[src/rtl/rgb_palette_converter.sv]
// rgb_palette_converter
//   Two-stage palette lookup with a per-request output transform.
//   A register-file palette of 2**IDX_W entries ({R,G,B}, CH_W bits each) is
//   read in stage 1 and the selected transform is applied into stage 2.
//
// Parameters
//   IDX_W : colour index width (palette depth 2**IDX_W)
//   CH_W  : width of each R/G/B channel
//
// Ports
//   clka      : clock, all state on rising edge
//   rst_n     : asynchronous active-low reset (clears pipeline, restores palette)
//   ena       : pipeline advance enable; the pipeline holds when low
//   in_valid  : lookup request strobe
//   colour    : palette index to look up
//   mode      : transform, 0 pass / 1 invert / 2 greyscale / 3 dim
//   wr_en     : palette write strobe (independent of ena/in_valid)
//   wr_addr   : palette entry to write
//   wr_data   : new palette entry {R,G,B}
//   out_valid : rgb holds a valid result
//   rgb       : converted colour {R,G,B}

// Per-channel transform. Greyscale needs all three channels, so the shared
// luma value is computed once by the parent and handed in as y.
module rpc_chan_xform #(
    parameter int CH_W = 8
) (
    input  logic [CH_W-1:0] ch,
    input  logic [CH_W-1:0] y,
    input  logic [1:0]      mode,
    output logic [CH_W-1:0] q
);
    always_comb begin
        q = ch;
        case (mode)
            2'd0:    q = ch;
            2'd1:    q = ~ch;          // (2**CH_W-1) - ch
            2'd2:    q = y;
            default: q = ch >> 1;
        endcase
    end
endmodule

module rgb_palette_converter #(
    parameter int IDX_W = 3,
    parameter int CH_W  = 8
) (
    input  logic                clka,
    input  logic                rst_n,
    input  logic                ena,
    input  logic                in_valid,
    input  logic [IDX_W-1:0]    colour,
    input  logic [1:0]          mode,
    input  logic                wr_en,
    input  logic [IDX_W-1:0]    wr_addr,
    input  logic [3*CH_W-1:0]   wr_data,
    output logic                out_valid,
    output logic [3*CH_W-1:0]   rgb
);
    localparam int DEPTH  = 2 ** IDX_W;
    localparam int RGB_W  = 3 * CH_W;
    localparam int STAGES = 2;

    typedef struct packed {
        logic [1:0]       mode;
        logic [RGB_W-1:0] data;
    } s1_t;

    // Default entry: R/G/B saturate from index bits IDX_W-1 / IDX_W-2 / IDX_W-3;
    // a channel whose bit does not exist stays 0.
    function automatic logic [RGB_W-1:0] pal_default(input int unsigned idx);
        logic [RGB_W-1:0] v;
        int               b;
        v = '0;
        for (int c = 0; c < 3; c++) begin
            b = IDX_W - 1 - c;
            if (b >= 0) begin
                if (((idx >> b) & 1) != 0)
                    v[(2-c)*CH_W +: CH_W] = '1;
            end
        end
        return v;
    endfunction

    // ---------------------------------------------------------------- palette
    logic [RGB_W-1:0] pal [DEPTH];

    for (genvar i = 0; i < DEPTH; i++) begin : g_pal
        localparam logic [RGB_W-1:0] DEF = pal_default(i);
        always_ff @(posedge clka or negedge rst_n) begin
            if (!rst_n)
                pal[i] <= DEF;
            else if (wr_en && (wr_addr == IDX_W'(i)))
                pal[i] <= wr_data;
        end
    end

    // Write-first: a same-cycle write to the looked-up entry is seen by the read.
    logic [RGB_W-1:0] rd_data;
    assign rd_data = (wr_en && (wr_addr == colour)) ? wr_data : pal[colour];

    // --------------------------------------------------------------- pipeline
    logic [STAGES:1] vld_pipe;
    s1_t             s1;
    logic [RGB_W-1:0] rgb_q;
    logic [RGB_W-1:0] xf_data;

    always_ff @(posedge clka or negedge rst_n) begin
        if (!rst_n) begin
            vld_pipe <= '0;
            s1       <= '0;
            rgb_q    <= '0;
        end else if (ena) begin
            vld_pipe <= {vld_pipe[STAGES-1:1], in_valid};
            s1       <= '{mode: mode, data: rd_data};
            rgb_q    <= xf_data;
        end
    end

    // -------------------------------------------------------------- transform
    logic [2:0][CH_W-1:0] s1_ch;
    logic [2:0][CH_W-1:0] xf_ch;
    logic [CH_W-1:0]      luma;

    assign s1_ch = s1.data;

    // (R + 2G + B) >> 2 at CH_W+2 bits; the shifted result always fits CH_W.
    assign luma = CH_W'(({2'b00, s1_ch[2]} + {1'b0, s1_ch[1], 1'b0} + {2'b00, s1_ch[0]}) >> 2);

    for (genvar c = 0; c < 3; c++) begin : g_ch
        rpc_chan_xform #(.CH_W(CH_W)) u_xf (
            .ch   (s1_ch[c]),
            .y    (luma),
            .mode (s1.mode),
            .q    (xf_ch[c])
        );
    end

    assign xf_data   = xf_ch;
    assign out_valid = vld_pipe[STAGES];
    assign rgb       = rgb_q;

endmodule

[config.mk]
export PLATFORM = sky130hd
export DESIGN_NAME = rgb_palette_converter
export DESIGN_NICKNAME = d
export VERILOG_FILES = /design/src/rtl/rgb_palette_converter.sv
export SDC_FILE = /design/constraint.sdc
export NUM_CORES = 1
export LEC_CHECK = 0
export CORE_UTILIZATION = 60
export CTS_CLUSTER_DIAMETER = 100
export DETAILED_ROUTE_END_ITERATION = 10
export PLACE_DENSITY = 0.8
export SLEW_MARGIN = 20
export SYNTH_ARGS = -nofsm -noshare
export SYNTH_HDL_FRONTEND = slang
export SYNTH_SLANG_ARGS = --single-unit
[constraint.sdc]
create_clock -name clka -period 3.1 [get_ports clka]
set_clock_uncertainty 0.05 [all_clocks]
set_input_delay 0.31 -clock clka [delete_from_list [all_inputs] [get_ports clka]]
set_output_delay 0.31 -clock clka [all_outputs]
set_load 0.005 [all_outputs]
==> flow_summary.toml <==
[outcome]
status = "complete, no violations"

[run]
cap_viol_max_count = 0

[pwr]
peakVddDrop_uv = 499
cellLeakagePower_nw = 5.67
p_per_area_nw_per_um2 = 771

[drt]
drt_first_pass_iters = 7
drc = 0
vias = 7404
postRouteAntennaNets = 0
drt-total-wl_um = 27500
drt_iter0_drc = 486
wl_per_cell_um = 23.5
viasPerCell = 6.32

[critical_path]
critPathCaptureType = "register"
cp.required_ps = 3510
critPathKind = "reg2reg"
arrival_ps = 3330
path_max_fanout = 4
cp-start-kind = "register"

[min_path]
hold_path_class = "in2reg"

[grt]
use_met1_pct = 40.2
grt_busiest_layer = "met2"
gr-total-overflow = 0
grt_pass1_vias = 7866
grt_use_total_pct = 28.5
grt_first_pass_wirelength_um = 44200
use_met3_pct = 3.59
grt_max_degree = 105
grtUsageMet2_pct = 47.7
antenna_found_initial = 0

[clocking]
numClockSinks = 244
postCtsSetupBuffers = 0
clock-root-buffer = "clkbuf_16"
h-tree-depth = 1
clk_latency_ps = 520
clkTransAtPathRegs_ps = 60
cts_made_buffers = 26
clk_path_buf_depth = 3
cts_tree = "yes"

[layout]
n_antenna_cell = 0
final-instance-count-excl-fill = 1172
drive_gt1_share_pct = 44.0
syn2layout_area_growth_pct = 15.0
nets = 939

[synth]
syn_area_per_cell_um2 = 14.5
yosysWarnings = 0
synth_area_um2 = 12000
ys_types = 54
yosysSeqAreaShare_pct = 52.1
netlist_top_cells_area = "dfrtp_1, dfstp_2, mux2_2"
synth_top_area_share_pct = 31.0
ys_ff_latch = 244
synth_top_area_cell = "dfrtp_1"
synth_cells = 823
syn-num-nets = 875

[floorplan]
core_um2 = 19500
dieWidth_um = 143
die_y_um = 143
rows = 51
start_util_pct = 61.3
io_pins = 62
die-area_um2 = 20500

[timing]
period_needed_ps = 2920
fin_setup_tns_ps = 0
setup_viol = 0
rsz0062_at_grt = "no"
maxSlewHeadroom_pct = 47.5
tightest_slew_ps = 788
hold_violations = 0
finalCritPeriodShare_pct = 94.1
drv_slew = 0
fmax_mhz = 343

[placement]
dp_hpwl_um = 17500
dpl.cell_count = 1123
io_buffers = 61
gp_congestion = 0.901
==> logic make-up (layout without fill, tap and decap cells) <==
family / after synthesis / in the layout / synth area share (%)
buf+inv: 69 / 153 / 3.10
compound gates: 93 / 93 / 6.15
flops: 244 / 244 / 52.1
mux: 275 / 275 / 30.3
xor+xnor: 28 / 28 / 2.05
fa+ha+maj: 15 / 15 / 2.07
simple gates: 99 / 99 / 4.28
==> per-stage QoR <==
stage / area [µm²] / utilization (%) / hold WS, ps / power, mW / worst slack [ps]
after floorplan: 12000 / - / -35.6 / 6.49 / 329
after global placement: 12900 / 66.0 / 353 / 7.37 / 155
after detailed placement: 12900 / 66.0 / 364 / 7.54 / 134
after CTS: 13700 / 70.4 / 285 / 10.6 / 85.8
after global routing: 13700 / 70.4 / 332 / 11.1 / 8.81
final: 13700 / 70.4 / 302 / 10.6 / 182
==> where the power goes <==
group	internal (mW)	total [mW]	switching, mW
Combinational	1.59	2.84	1.25
Clock	1.83	3.05	1.22
Sequential	4.16	4.71	0.544
==> timing repair <==
action                     in CTS  in global routing
hold endpoints to repair       65                  0
hold buffers                    1                  0
setup endpoints to repair       0                  6
gates resized for setup         0                  1
==> per-layer routing <==
metal  routed length, µm  up-vias
li1                    -     3212
met1               12200     3930
met2               13600      218
met3                1270       44
met4                 476        0
met5                   0        -
==> cell type report <==
class | count | area (µm²)
clock inverter | 6 | 61.3
multi-input combinational | 510 | 5400
inverter | 11 | 41.3
fill | 1316 | 5780
clock buffer | 42 | 792
timing repair buffer | 94 | 896
tap | 265 | 332
sequential | 244 | 6230
==> cells in the mapped netlist, drive strengths merged <==
cell       n
a21oi      9
dfrtp    148
o21a       5
a21o       2
buf       39
fa         8
a211oi     3
clkbuf    19
o32a       3
ha         7
mux2     198
mux2i     29
nand3      8
nor2      43
mux4      48
a221oi     3
o2111ai    1
o221a      4
nor3b      3
nor4b      1
dfstp     96
a31oi      3
xor2      16
xnor2     12
o21ai     15
o22ai      7
and3b      1
o211ai     8
a2bb2oi    1
nor2b      6
a22oi      3
nand2b     5
nand4b     3
or3        3
nor3       4
nand3b     4
a211o      1
inv       11
and2       1
nand2     13
nand4      3
a221o     24
or2        1
o41ai      1
==> state kept, by name (all words and copies together) (netlist names) <==
register / count
s1: 2
s1_ch: 24
vld_pipe: 2
rgb: 24
pal: 192
==> final timing paths <==
kind                            slack, ps        to     start  cells past startpoint
worst max-delay path                  180   rgb[13]  s1_ch[8]                      9
worst min-delay path                  300    rgb[3]       ena                      2
worst max register to register        180   rgb[13]  s1_ch[8]                      9
worst min register to register        430  pal[123]  pal[123]                      1
max in group asynchronous            1630  pal[133]     rst_n                      3
min in group asynchronous             370  pal[183]     rst_n                      2
==> worst max-delay path, cell delays in order, from the launching register on <==
cell and delay [ps]:
dfrtp_1 390, inv_1 70, fa_1 490, nand3b_1 170, inv_1 100, fa_1 470
a211o_1 370, a21oi_2 200, mux2i_1 320, o221a_2 240
==> cell usage in the layout (no fill, tap or decap), drive strengths merged, types with 8 or more instances in the layout <==
cell type / n
nand3: 8
fa: 8
nor2: 43
clkdlybuf4s50: 56
nand2: 13
o211ai: 8
mux2i: 29
dfstp: 96
mux4: 48
clkbuf: 42
dfrtp: 148
buf: 37
a21oi: 9
xnor2: 12
o21ai: 15
inv: 12
xor2: 16
mux2: 198
a221o: 24
No activity file was read; power rests on OpenSTA's default activity.
